===== src/rtl/rotary_value_controller_pkg.sv =====
// Shared definitions for the rotary value controller.
//   rot_state_t : acceleration FSM states
//   rot_step_t  : decoded step direction for one cycle
package rotary_value_controller_pkg;

    typedef enum logic [2:0] {
        ROT_IDLE      = 3'd0,
        ROT_TRACK_CW  = 3'd1,
        ROT_TRACK_CCW = 3'd2,
        ROT_FAST_CW   = 3'd3,
        ROT_FAST_CCW  = 3'd4
    } rot_state_t;

    typedef enum logic [1:0] {
        ROT_STEP_NONE = 2'd0,
        ROT_STEP_CW   = 2'd1,
        ROT_STEP_CCW  = 2'd2
    } rot_step_t;

endpackage


===== src/rtl/rotary_value_controller_if.sv =====
// Bundle of the encoder step inputs, load override and value handshake.
//   master : encoder/host side (drives steps, load, out_ready)
//   slave  : controller side (drives value, out_valid, accel_active)
interface rotary_value_controller_if #(
    parameter int WIDTH = 8
);
    logic             step_cw;
    logic             step_ccw;
    logic             load;
    logic [WIDTH-1:0] load_value;
    logic [WIDTH-1:0] value;
    logic             out_valid;
    logic             out_ready;
    logic             accel_active;

    modport master (
        output step_cw, step_ccw, load, load_value, out_ready,
        input  value, out_valid, accel_active
    );

    modport slave (
        input  step_cw, step_ccw, load, load_value, out_ready,
        output value, out_valid, accel_active
    );
endinterface


===== src/rtl/rotary_accel_tracker.sv =====
// Acceleration tracker: watches processed steps and raises accel_active
// after ACCEL_COUNT same-direction steps each closer than ACCEL_WINDOW cycles.
//   clk, rst_n      : clock, asynchronous active-low reset
//   dir_cw, dir_ccw : one processed step this cycle (never both)
//   clear           : return to IDLE (load override)
//   accel_active    : registered accelerated-mode flag
module rotary_accel_tracker
    import rotary_value_controller_pkg::*;
#(
    parameter int ACCEL_WINDOW = 2000000,
    parameter int ACCEL_COUNT  = 3
) (
    input  logic clk,
    input  logic rst_n,
    input  logic dir_cw,
    input  logic dir_ccw,
    input  logic clear,
    output logic accel_active
);
    localparam int TW = $clog2(ACCEL_WINDOW + 2);
    localparam int SW = $clog2(ACCEL_COUNT + 2);
    localparam logic [TW-1:0] WIN = TW'(ACCEL_WINDOW);
    localparam logic [SW-1:0] CNT = SW'(ACCEL_COUNT);
    localparam logic [SW-1:0] ONE = SW'(1);

    rot_state_t    state_reg;
    logic [TW-1:0] timer_reg;
    logic [SW-1:0] streak_reg;
    logic          accel_reg;

    logic          same_dir;
    logic          fast_gap;
    logic [SW-1:0] streak_inc;
    rot_state_t    track_state;
    rot_state_t    fast_state;

    always_comb begin
        same_dir    = (dir_cw  && (state_reg == ROT_TRACK_CW  || state_reg == ROT_FAST_CW)) ||
                      (dir_ccw && (state_reg == ROT_TRACK_CCW || state_reg == ROT_FAST_CCW));
        fast_gap    = timer_reg < WIN;
        // Streak saturates at the threshold so it cannot overflow in FAST.
        streak_inc  = (streak_reg >= CNT) ? CNT : streak_reg + ONE;
        track_state = dir_cw ? ROT_TRACK_CW : ROT_TRACK_CCW;
        fast_state  = dir_cw ? ROT_FAST_CW  : ROT_FAST_CCW;
    end

    always_ff @(posedge clk or negedge rst_n) begin
        if (!rst_n) begin
            state_reg  <= ROT_IDLE;
            timer_reg  <= '0;
            streak_reg <= '0;
            accel_reg  <= 1'b0;
        end else if (clear) begin
            state_reg  <= ROT_IDLE;
            timer_reg  <= '0;
            streak_reg <= '0;
            accel_reg  <= 1'b0;
        end else if (dir_cw || dir_ccw) begin
            timer_reg <= '0;
            if (same_dir && fast_gap) begin
                streak_reg <= streak_inc;
                state_reg  <= (streak_inc >= CNT) ? fast_state : track_state;
                accel_reg  <= (streak_inc >= CNT);
            end else begin
                // First step, reversal, or a too-slow same-direction step
                // all start a fresh streak.
                streak_reg <= ONE;
                state_reg  <= (ONE >= CNT) ? fast_state : track_state;
                accel_reg  <= (ONE >= CNT);
            end
        end else begin
            if (timer_reg != WIN) begin
                timer_reg <= timer_reg + TW'(1);
            end else if (state_reg != ROT_IDLE) begin
                state_reg  <= ROT_IDLE;
                streak_reg <= '0;
                accel_reg  <= 1'b0;
            end
        end
    end

    assign accel_active = accel_reg;
endmodule


===== src/rtl/rotary_value_controller.sv =====
// Rotary value controller: turns encoder step pulses into a bounded setting
// with saturate/wrap limits, load override, acceleration and a coalescing
// valid/ready change handshake.
//   clk, rst_n : clock, asynchronous active-low reset
//   bus        : step_cw/step_ccw/load/load_value/out_ready in,
//                value/out_valid/accel_active out
module rotary_value_controller
    import rotary_value_controller_pkg::*;
#(
    parameter int WIDTH        = 8,
    parameter int MIN_VALUE    = 0,
    parameter int MAX_VALUE    = 255,
    parameter int INIT_VALUE   = 0,
    parameter int WRAP         = 0,
    parameter int ACCEL_WINDOW = 2000000,
    parameter int ACCEL_COUNT  = 3,
    parameter int ACCEL_STEP   = 10
) (
    input logic clk,
    input logic rst_n,
    rotary_value_controller_if.slave bus
);
    // One extra bit so value+step never overflows before range checks.
    localparam int AW = WIDTH + 1;
    localparam logic [AW-1:0]    MIN_W    = AW'(MIN_VALUE);
    localparam logic [AW-1:0]    MAX_W    = AW'(MAX_VALUE);
    localparam logic [AW-1:0]    STEP_ACC = AW'(ACCEL_STEP);
    localparam logic [AW-1:0]    STEP_ONE = AW'(1);
    localparam logic [WIDTH-1:0] INIT_W   = WIDTH'(INIT_VALUE);

    logic [WIDTH-1:0] value_reg;
    logic [WIDTH-1:0] value_next;
    logic             valid_reg;
    logic             valid_next;
    logic             accel;

    rot_step_t        step_dir;
    logic [AW-1:0]    step_amt;
    logic [AW-1:0]    cur;
    logic [AW-1:0]    sum;
    logic [AW-1:0]    load_clamped;
    logic [AW-1:0]    result;
    logic             changed;

    always_comb begin
        step_dir = ROT_STEP_NONE;
        if (bus.step_cw && !bus.step_ccw) begin
            step_dir = ROT_STEP_CW;
        end else if (bus.step_ccw && !bus.step_cw) begin
            step_dir = ROT_STEP_CCW;
        end

        step_amt = accel ? STEP_ACC : STEP_ONE;
        cur      = {1'b0, value_reg};
        sum      = cur + step_amt;

        if ({1'b0, bus.load_value} < MIN_W) begin
            load_clamped = MIN_W;
        end else if ({1'b0, bus.load_value} > MAX_W) begin
            load_clamped = MAX_W;
        end else begin
            load_clamped = {1'b0, bus.load_value};
        end

        result = cur;
        if (bus.load) begin
            result = load_clamped;
        end else if (step_dir == ROT_STEP_CW) begin
            if (sum > MAX_W) begin
                result = (WRAP != 0) ? MIN_W + (sum - MAX_W - STEP_ONE) : MAX_W;
            end else begin
                result = sum;
            end
        end else if (step_dir == ROT_STEP_CCW) begin
            // cur < MIN+step is the unsigned form of cur-step < MIN.
            if (cur < MIN_W + step_amt) begin
                result = (WRAP != 0) ? MAX_W - (MIN_W + step_amt - cur - STEP_ONE) : MIN_W;
            end else begin
                result = cur - step_amt;
            end
        end

        value_next = WIDTH'(result);
        changed    = value_next != value_reg;

        // A change in the same cycle as an accept keeps valid asserted.
        if (changed) begin
            valid_next = 1'b1;
        end else if (valid_reg && bus.out_ready) begin
            valid_next = 1'b0;
        end else begin
            valid_next = valid_reg;
        end
    end

    always_ff @(posedge clk or negedge rst_n) begin
        if (!rst_n) begin
            value_reg <= INIT_W;
            valid_reg <= 1'b0;
        end else begin
            value_reg <= value_next;
            valid_reg <= valid_next;
        end
    end

    rotary_accel_tracker #(
        .ACCEL_WINDOW (ACCEL_WINDOW),
        .ACCEL_COUNT  (ACCEL_COUNT)
    ) u_tracker (
        .clk          (clk),
        .rst_n        (rst_n),
        .dir_cw       (!bus.load && step_dir == ROT_STEP_CW),
        .dir_ccw      (!bus.load && step_dir == ROT_STEP_CCW),
        .clear        (bus.load),
        .accel_active (accel)
    );

    assign bus.value        = value_reg;
    assign bus.out_valid    = valid_reg;
    assign bus.accel_active = accel;
endmodule

===== src/flat_wrapper.sv =====
// flat-port wrapper written by rule: the top's interface ports become plain ports
module rotary_value_controller_flat import rotary_value_controller_pkg::*;
#(
    parameter int WIDTH        = 8,
    parameter int MIN_VALUE    = 0,
    parameter int MAX_VALUE    = 255,
    parameter int INIT_VALUE   = 0,
    parameter int WRAP         = 0,
    parameter int ACCEL_WINDOW = 2000000,
    parameter int ACCEL_COUNT  = 3,
    parameter int ACCEL_STEP   = 10
)
  (clk, rst_n, bus_step_cw, bus_step_ccw, bus_load, bus_load_value, bus_out_ready, bus_value, bus_out_valid, bus_accel_active);
  rotary_value_controller_if #(.WIDTH(WIDTH)) bus_i ();
  input logic clk;
  input logic rst_n;
  input wire logic [$bits(bus_i.step_cw)-1:0] bus_step_cw;
  input wire logic [$bits(bus_i.step_ccw)-1:0] bus_step_ccw;
  input wire logic [$bits(bus_i.load)-1:0] bus_load;
  input wire logic [$bits(bus_i.load_value)-1:0] bus_load_value;
  input wire logic [$bits(bus_i.out_ready)-1:0] bus_out_ready;
  output wire logic [$bits(bus_i.value)-1:0] bus_value;
  output wire logic [$bits(bus_i.out_valid)-1:0] bus_out_valid;
  output wire logic [$bits(bus_i.accel_active)-1:0] bus_accel_active;
  assign bus_i.step_cw = bus_step_cw;
  assign bus_i.step_ccw = bus_step_ccw;
  assign bus_i.load = bus_load;
  assign bus_i.load_value = bus_load_value;
  assign bus_i.out_ready = bus_out_ready;
  assign bus_value = bus_i.value;
  assign bus_out_valid = bus_i.out_valid;
  assign bus_accel_active = bus_i.accel_active;
  rotary_value_controller #(.WIDTH(WIDTH), .MIN_VALUE(MIN_VALUE), .MAX_VALUE(MAX_VALUE), .INIT_VALUE(INIT_VALUE), .WRAP(WRAP), .ACCEL_WINDOW(ACCEL_WINDOW), .ACCEL_COUNT(ACCEL_COUNT), .ACCEL_STEP(ACCEL_STEP)) u_core (.clk(clk), .rst_n(rst_n), .bus(bus_i));
endmodule

===== config.mk =====
export PLATFORM = sky130hd
export DESIGN_NAME = rotary_value_controller_flat
export DESIGN_NICKNAME = d
export VERILOG_FILES = /design/src/rtl/rotary_value_controller_pkg.sv /design/src/rtl/rotary_value_controller_if.sv /design/src/rtl/rotary_accel_tracker.sv /design/src/rtl/rotary_value_controller.sv /design/src/flat_wrapper.sv
export SDC_FILE = /design/constraint.sdc
export NUM_CORES = 1
export LEC_CHECK = 0
export CAP_MARGIN = 15
export CORE_MARGIN = 1.5
export CORE_UTILIZATION = 30
export DETAILED_ROUTE_END_ITERATION = 10
export PLACE_DENSITY_LB_ADDON = 0.12
export REMOVE_ABC_BUFFERS = 1
export SETUP_SLACK_MARGIN = 0.05
export SYNTH_ARGS = -nofsm -noshare
export SYNTH_HDL_FRONTEND = slang
export SYNTH_SLANG_ARGS = --single-unit
export TNS_END_PERCENT = 1

===== constraint.sdc =====
create_clock -name clk -period 7.1 [get_ports clk]
set_clock_uncertainty 0.05 [all_clocks]
set_input_delay 2.13 -clock clk [delete_from_list [all_inputs] [get_ports clk]]
set_output_delay 2.13 -clock clk [all_outputs]
set_load 0.005 [all_outputs]

# After elaboration in Yosys (flattened, before gate mapping)
# Cells that the tools add are included.
[op_classes]
n_mux = 30
order_cmp = 5
n_reduce_logical = 20
eq_ne = 9
addsub = 4
[op_table]
columns = ["operator", "n"]
rows = [
  ["$mux 21", 3],
  ["$mux 8", 5],
  ["$mux 3", 11],
  ["$add 21x1->21 const B", 1],
  ["$lt 21x21->1 const B", 1],
  ["$ne 21x21->1 const B", 1],
  ["$add 8x4->9", 1],
  ["$gt 9x8->1 const B", 1],
  ["$lt 8x9->1", 1],
  ["$reduce_bool 3->1", 3],
  ["$logic_and 1x1->1", 8],
  ["$ne 8x8->1", 1],
  ["$sub 8x8->8", 1],
  ["$mux 1", 7],
  ["$eq 3x2->1 const B", 2],
  ["$ge 3x2->1 const B", 2],
  ["$mux 2", 3],
  ["$logic_or 1x1->1", 4],
  ["$mux 4", 1],
  ["$add 3x1->3 const B", 1],
  ["$eq 3x1->1 const B", 1],
  ["$eq 3x3->1 const B", 1],
  ["$logic_not 1->1", 3],
  ["$ne 3x3->1 const B", 1],
  ["4 further kinds", 4],
]
[totals]
inputBits = 14
word_cells = 74
ff_bits = 37

# Depth between registers and ports, before layout
# Gate-level depths: netlist of the first run.
[logic_depth]
depth_word = 12
mapped_depth = 11
ltp_nobuf = 11

# Hierarchy
# Synthesis of the first run repeated with hierarchy kept, for this count alone.
[unflattened]
cells_unflattened = 355
area_unflattened_um2 = 2984.1
[by_module_without_submodules]
columns = ["module", "cells_per_inst", "seq_area_each_um2", "instances", "area_each_um2"]
rows = [
  ["rotary_accel_tracker", 173, 700.7, 1, 1602.8],
  ["rotary_value_controller", 182, 225.2, 1, 1381.3],
]

# Least setup slack after synthesis of the first run
# OpenSTA, ideal clock, no wires.
[synth_timing]
kind = "input to register"
start = "in bus_step_cw"
end = "reg u_core.valid_reg (netlist: u_core.bus.out_valid)"
setup_time_ns = 0.139
path_buffers = 1
stages = 8
required_time_ns = 6.911
slack_ns = 2.956
arrival_time_ns = 3.955
cell_sequence = "buf_6 -> or4b_4 -> nor4_4 -> nor2_1 -> o211ai_1 -> mux2i_1 -> nand4_1 -> or4_1"
[synth_via]
elab_chain_cells = 10
word_cells_on_any_way = 13
classes_between = "3 x eq/ne; 6 x mux; 4 x reduce/logical"
[synth_rtl]
columns = ["element", "line_no", "rtl"]
rows = [
  ["start, declared", "flat_wrapper.sv:17", "input wire logic [$bits(bus_i.step_cw)-1:0] bus_step_cw;"],
  ["$logic_not 1->1", "rotary_value_controller.sv:49", "end else if (bus.step_ccw && !bus.step_cw) begin"],
  ["$logic_and 1x1->1", "rotary_value_controller.sv:49", ""],
  ["$mux 2", "rotary_value_controller.sv:49", ""],
  ["$mux 2 (*)", "rotary_value_controller.sv:47", "if (bus.step_cw && !bus.step_ccw) begin"],
  ["$eq 2x2->1", "rotary_value_controller.sv:74", "end else if (step_dir == ROT_STEP_CCW) begin"],
  ["$mux 8", "rotary_value_controller.sv:74", ""],
  ["$mux 8 (*)", "rotary_value_controller.sv:68", "end else if (step_dir == ROT_STEP_CW) begin"],
  ["$mux 8 (*)", "rotary_value_controller.sv:66", "if (bus.load) begin"],
  ["$ne 8x8->1 (*)", "rotary_value_controller.sv:84", "changed = value_next != value_reg;"],
  ["$mux 1 / $reduce_bool 2->1 (equally long branches)", "--", ""],
  ["end signal, assigned", "rotary_value_controller.sv:102", "valid_reg <= valid_next;"],
  ["end, declared", "rotary_value_controller.sv:33", "logic valid_reg;"],
]
# Mark *: on every way between the ends. The rest lies on a longest branch, timed or not.
# A chain may end at the register's enable or synchronous reset.

# Worst setup path after layout of the first run
# Same ends and word-level chain as after synthesis.

==> impl_summary.md, run 1 <==
Logic synthesis
After synthesis, the cell types taking the most area are sky130_fd_sc_hd__dfrtp_1 (34%), sky130_fd_sc_hd__nor2_1 (5.2%), sky130_fd_sc_hd__ha_1 (5.0%). The share of async-settable or async-resettable flops after synthesis is 100%. After technology mapping, the gate count stands at ~330. The synthesized flop and latch total is 37. The count of distinct cell types in the synthesized netlist is 56. Yosys mapped a number of flops with a built-in enable equal to 0. The Yosys step of the flow raised 0 warnings.

The share of the Yosys chip area taken by registers is around a third. Among all flip-flop cells after synthesis, the most frequent one is sky130_fd_sc_hd__dfrtp_1. In this run the cell area of the synthesized design comes to 2730 sq um. Dividing the synthesized area by the synthesized cell count gives 8.32 sq um.

The synthesized design devotes to its leading area cell type about a third of total area. Summed over all instances, the cell type with the most area after synthesis is sky130_fd_sc_hd__dfrtp_1.

Setup path
The worst setup path is launched from an input port. Traced cell by cell, the critical path runs through clkdlybuf4s50_1 -> nor2b_1 -> nand2_1 -> o211ai_1 -> mux2i_1 -> nand4_1 -> or4_1. The critical path arrival is 4.77 ns. The endpoint required time on the critical path is 7.21 ns.

Of all nets on the critical path, the largest fanout is 9. The delay contributed by the slowest stage of the critical path is 0.62 ns. The buffer and inverter count on the worst path is 1. On the critical path the largest part of the delay comes from simple AND/OR/NAND/NOR gates. The slowest stage of the critical path is the sky130_fd_sc_hd__clkdlybuf4s50_1 cell. The worst setup path is of the in2reg kind.

The worst setup path is captured at a register.

Placement
Prior to clock tree synthesis, the placed netlist has a worst setup slack of 2.11 ns. The congestion estimate from routability-driven global placement came to 0.854. The estimated wirelength of the detail-placed design is just over 5000 um.

The number of I/O port buffers is 23.

Global routing
The first global-routing pass estimated around 12,000 um of wire. The initial antenna violation count came to 0. Summed over all layers, the global routing overflow is 0. Global routing used 15.2% of the available tracks across all layers. Entering global routing, the biggest net connects 38 pins.

The number of global-route vias before repair is roughly 2,300.

Routing
Using the TritonRoute via totals, the vias-per-cell ratio works out to 5.31. The first routing iteration left 113 violations. The pre-antenna-repair detailed-routing pass consisted of 5 iterations. The wire length per cell is ~15 um.

The final wirelength is roughly 7000 um. The number of remaining DRC errors is 0. The via count of the routed design is 2,416.

The number of nets with antenna violations after routing is 0.

Clock tree
The clock transition time at the flip-flop clock pins of the worst setup and hold paths is roughly 0.07 ns. At the later pin of the worst-skew pair, clock insertion delay measures 0.29 ns. The post-cts hold buffer count is 0. The H-tree generated during clock tree synthesis spans 2 levels. The number of buffers inserted to repair setup after CTS is 0. The clock buffer count from CTS is 5. The clock net sink count is 37. In this run, post-CTS repair resized a total of 0 instances. The largest buffer count on any clock path is 2.

TritonCTS built the clock tree. The master cell of the clock root buffer is sky130_fd_sc_hd__clkbuf_8.

Power
In this run, the clock network consumes 30.8% of the power. The total net switching power is about 0.00017 W. The total power density per cell area is approximately 170 nW/um^2. The cell-internal power is 0.000366 W. The share of total power in sequential cells is 44.6%. IR analysis of the VDD net gives a maximum drop of 0.0665 mV. In this run switching power makes up 31.9% of total power. The total leakage power is 1.24 nW.

Of the total power, combinational logic draws roughly a quarter.

Final layout
The multi-input combinational cell area is 1660 sq um. The number of flip-flops in the largest register is 21. From synthesis to final layout, the design area changed by 14.5%. The net count of the finished layout is 373. In the final layout, the share of cells above drive strength 1 is 6.05%.

The count of filler cells inserted in the layout is 925. The sequential cell area is 926 sq um. The leading cell type in the layout, fill and taps excluded is sky130_fd_sc_hd__nor2_1. The number of diodes added for antenna fixing is 0.

The library cells used most frequently in the layout, excluding fill and tap cells, are sky130_fd_sc_hd__nor2_1 (38), sky130_fd_sc_hd__dfrtp_1 (37), sky130_fd_sc_hd__nand2_1 (34), sky130_fd_sc_hd__o21ai_0 (25), sky130_fd_sc_hd__clkdlybuf4s50_1 (22).

Run status
The flow ran to the end, and the final reports show no timing, DRC or antenna violations.

Hold path
The class of the tightest hold or removal check is reg2reg.

Timing
The highest achievable clock rate is 215 MHz. Setup repair after global routing left no endpoint under its margin. The post-route fraction of the period consumed by the critical path is between 60% and 70%. The shortest period the worst path allows is 4.65 ns. The final setup slack of the worst path is 2.45 ns. The final count of pins violating max slew is 0. The transition at the pin with the smallest max-transition slack is 0.960 ns.

The worst max-slew margin expressed relative to the limit is 35.4%. The number of hold violations in the final report was 0. The final number of setup-violating endpoints is 0. The total negative slack is 0 ns.

Die
In this run the core area contains 34 standard-cell rows. In this run the count of I/O pins placed on the die edge is 24. The initial standard-cell utilization of the core is 31.1%. The floorplan die width is 98.4 um.

The die covers 9680 sq um. From bottom edge to top edge, the die measures 98.4 um. The area of the core is 8760 sq um.

Run
The number of max-cap violations is 0.
-- metrics by stage --
stage / power, W / instance area (sq um) / hold slack [ns] / cells / util (%)
finish: 0.000538 / 3120 / 0.486 / 455 / 35.7
CTS: 0.000547 / 3120 / 0.486 / 455 / 35.7
global placement: 0.000379 / 3020 / 0.459 / 447 / 34.5
global route: 0.000570 / 3120 / 0.535 / 455 / 35.7
floorplan: 0.000318 / 2660 / 0.435 / 315 / -
detailed placement: 0.000375 / 3020 / 0.469 / 447 / 34.5
-- worst reg2reg max path, delay by kind of cell (launching register included) --
| kind | cells | cell delay, ns |
|---|---|---|
| and+or+nand+nor | 4 | 1.08 |
| adders and majority gates | 2 | 0.68 |
| AOI/OAI and AO/OA | 2 | 0.51 |
| DFF | 1 | 0.50 |
| muxes | 1 | 0.23 |
| buffers and inverters | 1 | 0.19 |
-- kinds of logic (layout without fill, tap and decap cells) --
kind of cell             count (synthesis)  count (layout)  share of synthesized area [%]
buffers and inverters                   32              51                           5.32
AND/OR/NAND/NOR                        135             135                           25.4
multiplexers                             6               6                           2.25
XOR/XNOR                                24              24                           7.70
AO/OA/AOI/OAI                           81              81                           18.9
adder cells (fa/ha/maj)                 13              13                           6.51
flip-flops                              37              37                           33.9
-- per-layer routing --
metal  vias up  share of wire, %  track usage (%)
met5         -                 0                0
met4         0               1.8             4.77
met3        11               3.8             2.65
met2        50                45             23.4
met1      1151                49             21.6
li1       1204                 -                -
-- power by group through the flow --
stage	clock (W)	combinational [W]	sequential, W
finish	0.000166	0.000132	0.000240
global route	0.000182	0.000146	0.000242
CTS	0.000176	0.000132	0.000240
detailed placement	0	0.000131	0.000244
global placement	0	0.000134	0.000245
floorplan	0	0.0000796	0.000239
-- worst paths after layout --
kind	start	to	slack, ns	cells past startpoint
max reg2reg	u_core.u_tracker.accel_active	u_core.bus.out_valid	3.73	10
min in group asynchronous	rst_n	u_core.u_tracker.timer_reg[10]	1.89	1
min reg2reg	u_core.u_tracker.state_reg[0]	u_core.u_tracker.state_reg[0]	0.49	2
max	bus_step_cw	u_core.bus.out_valid	2.45	7
min	u_core.u_tracker.state_reg[0]	u_core.u_tracker.state_reg[0]	0.49	2
max in group asynchronous	rst_n	u_core.bus.out_valid	4.57	1
-- Yosys cell counts, drive strengths merged (4+ instances only) --
| cell type | number |
|---|---|
| clkbuf | 6 |
| o21ai | 28 |
| ha | 11 |
| mux2i | 5 |
| or3 | 4 |
| xor2 | 12 |
| inv | 19 |
| dfrtp | 37 |
| nand4 | 8 |
| nand2 | 34 |
| xnor2 | 12 |
| nand2b | 4 |
| a21oi | 19 |
| buf | 7 |
| a31oi | 5 |
| nand3 | 14 |
| nor2 | 38 |
| nor4 | 4 |
| nor3 | 10 |
-- area by class of cell --
| type | count | share of cell area [%] |
|---|---|---|
| clock inverters | 1 | 0.160 |
| repair buffers | 24 | 7.45 |
| inverters | 19 | 2.28 |
| well taps | 108 | 4.33 |
| multi-input cells | 259 | 53.1 |
| flip-flops and latches | 37 | 29.6 |
| clock buffers | 7 | 3.08 |
(Power assumes the default switching activity.)
==> inputs of run 2 (changes only) <==
==> constraint.sdc (replaced) <==
create_clock -name clk -period 4.3 [get_ports clk]
set_clock_uncertainty 0.05 [all_clocks]
set_input_delay 1.29 -clock clk [delete_from_list [all_inputs] [get_ports clk]]
set_output_delay 1.29 -clock clk [all_outputs]
set_load 0.005 [all_outputs]
==> run 2 against run 1 <==
Routed wire length rose by 4.0%. First-iteration DRC count rose by 49%. Global-route usage rose by 0.30 points. Worst setup slack got worse by 1.8 ns. Largest power group unchanged.
==> impl_summary.md, run 2 (synthesized netlist as in run 1, its figures left out) <==
Run status
The flow ran to the end, and the final reports show no timing, DRC or antenna violations.

Setup path
The startpoint identified for the worst register-to-register timing path is u_core.u_tracker.accel_active. The element type at the critical path end is a register. The setup slack of the most critical reg-to-reg path is 1.05 ns. In this run the worst path has a maximum fanout of 8. For the worst setup path, the data arrival time is 3.81 ns. The worst register-to-register path ends at u_core.bus.out_valid. For the worst setup path, the data required time is approximately 4.4 ns. The timing startpoint of the critical path is bus_step_ccw.

The timing endpoint of the critical path is u_core.bus.out_valid. The cell count of the worst reg-to-reg path is 10. The critical path is of the in2reg type. The startpoint kind of the worst setup timing path is an input port.

Timing
The highest achievable clock rate is approximately 270 MHz. The total negative slack is 0 ns. Setup slack closes at about 0.60 ns. In this run the tightest slew margin relative to its limit is 40.6%.

The number of hold violations in the final report came to 0. The post-route fraction of the period consumed by the critical path is 86.2%. The final count of pins violating max slew was 0.

The shortest period the worst path allows is 3.70 ns. The transition at the pin with the smallest max-transition slack is 0.891 ns. The final number of setup-violating endpoints is 0. Setup repair after global routing left no endpoint under its margin.

Clock tree
The clock transition time at the flip-flop clock pins of the worst setup and hold paths is 0.08 ns. The number of hold buffers added after CTS was 0. The tree built by TritonCTS fans out to 37 sinks. The H-tree was split into 2 levels. After clock tree synthesis, the setup repair step added 0 buffers.

TritonCTS built the clock tree. In this run the clock root is driven by a sky130_fd_sc_hd__clkbuf_8. The clock buffer count from CTS is 5.

Counting along the longest clock path gives a buffer depth of 2. The number of gates resized after cts is 0. The source-to-sink clock delay at the later pin of the worst-skew pair is about 0.29 ns.

Die
For this configuration, the core starts out at a cell density of a little under a third. The floorplan die width is 98.4 um. The die covers 9680 sq um. The I/O pin count is 24. The area of the core is 8760 sq um. The site row count is 34.

The die is roughly 98 um tall.

Final layout
Relative to the synthesized area, the layout overhead comes to 15.7%. The number of flip-flops in the largest register is 21. Of the cells placed in the final design, the portion with a size suffix greater than 1 is 7.37%. The library cells used most frequently in the layout, excluding fill and tap cells, are sky130_fd_sc_hd__nor2_1 (38), sky130_fd_sc_hd__dfrtp_1 (37), sky130_fd_sc_hd__nand2_1 (34), sky130_fd_sc_hd__o21ai_0 (25), sky130_fd_sc_hd__clkdlybuf4s50_1 (22).

Leaving out fill and tap cells, the most frequent cell in the layout is sky130_fd_sc_hd__nor2_1. The net count reported at finish is 380. The number of antenna diodes in the final layout is 0. The final cell count without fillers is 461.

Placement
The number of placed cells counting well taps is approximately 450. Input and output buffers added on the ports amount to 23. At the end of routability-driven placement, the weighted congestion stood at slightly above 0.9. The estimated wirelength of the detail-placed design is between 5000 and 6000 um. The pre-CTS setup slack is 0.287 ns.

Routing
The routed design uses 265 um of met3 wire. Dividing the detail-routed wire length by the instance count gives 15.8 um. The uppermost layer routed is met4.

The final wirelength is between 7000 and 8000 um. The iteration count of the initial detailed-routing pass is 4. Detailed routing placed a total of 3350 um of wire on met2.

The initial DRC count is 168. After detailed routing, the number of remaining DRC violations is 0. The detailed router put a total of 3610 um of wire on met1. The detailed router placed between 2,000 and 2,500 vias in this run. After detailed routing, the number of vias per cell comes to 5.36.

The number of nets with antenna violations after routing is 0.

Power
Registers are responsible for 45.6% of the overall power. Dividing total power by cell area gives a power density of 275 nW/um^2. Summed over all cells, the static leakage comes to ~1.3 nW. The clock network accounts for 28.2% of the total power.

The internal power of the cells totals 0.000578 W. The worst-case IR drop observed on VDD is 0.0968 mV. The net switching fraction of the power is approximately 33%. The share of total power in combinational logic is 26.2%. The total net switching power is 0.000290 W.

Hold path
In this run the worst hold path is classified as reg2reg.

Global routing
The number of global-route vias before repair is about 2,400. The initial antenna violation count came to 0. Global routing consumed, over all layers together, 15.5% of the routing resources. After global routing the overflow that remains totals 0. Entering global routing, the biggest net connects 38 pins. The first global-routing pass estimated 12,000 um of wire.

Run
The number of max-cap violations is 0.
[run 2: cell types whose count changed in the layout (fill, tap and decap cells not counted), sizes merged]
cell / before / now
buf: 2 / 9
clkbuf: 7 / 6
[run 2: power groups by stage]
stage	sequential [W]	clock, W	combinational [W]
floorplan	0.000394	0	0.000131
global placement	0.000404	0	0.000230
detailed placement	0.000402	0	0.000227
CTS	0.000396	0.000254	0.000228
global route	0.000400	0.000270	0.000252
finish	0.000396	0.000245	0.000228
[run 2: worst max-delay path, cell delays in order]
cell                              delay [ns]
sky130_fd_sc_hd__clkdlybuf4s50_1        0.60
sky130_fd_sc_hd__or4b_4                 0.52
sky130_fd_sc_hd__nor4_4                 0.30
sky130_fd_sc_hd__nor2_1                 0.08
sky130_fd_sc_hd__o211ai_1               0.16
sky130_fd_sc_hd__mux2i_1                0.24
sky130_fd_sc_hd__nand4_1                0.10
sky130_fd_sc_hd__or4_1                  0.51
[run 2: cell type report]
class | instances | area (sq um)
multi-input cells | 259 | 1660
clock inverters | 1 | 8.76
well taps | 108 | 135
repair buffers | 31 | 285
clock buffers | 6 | 72.6
fillers | 925 | 5610
flip-flops and latches | 37 | 926
inverters | 19 | 71.3
[run 2: worst min-delay path by stage]
stage / depth (start not counted) / endpoint / slack [ns] / from
2_1_floorplan: 2 / u_core.u_tracker.state_reg[1] / 0.44 / u_core.u_tracker.state_reg[1]
3_3_place_gp: 2 / u_core.u_tracker.state_reg[1] / 0.46 / u_core.u_tracker.state_reg[1]
3_5_place_dp: 2 / u_core.u_tracker.state_reg[0] / 0.47 / u_core.u_tracker.state_reg[0]
4_1_cts: 2 / u_core.u_tracker.state_reg[1] / 0.49 / u_core.u_tracker.state_reg[1]
5_1_grt: 2 / u_core.u_tracker.state_reg[1] / 0.52 / u_core.u_tracker.state_reg[1]
6_report: 2 / u_core.u_tracker.state_reg[1] / 0.49 / u_core.u_tracker.state_reg[1]
[run 2: routing by layer]
metal,track usage (%),vias up
met3,2.93,8
met2,25.2,39
met4,3.79,0
met5,0,-
li1,-,1218
met1,21.1,1205
[run 2: stage by stage]
| stage | instance area [sq um] | hold WS, ns | total power, W | utilization, % |
|---|---|---|---|---|
| global route | 3160 | 0.516 | 0.000922 | 36.0 |
| global placement | 3080 | 0.464 | 0.000634 | 35.1 |
| floorplan | 2660 | 0.435 | 0.000525 | - |
| CTS | 3160 | 0.491 | 0.000878 | 36.0 |
| detailed placement | 3080 | 0.468 | 0.000629 | 35.1 |
| finish | 3160 | 0.493 | 0.000868 | 36.0 |
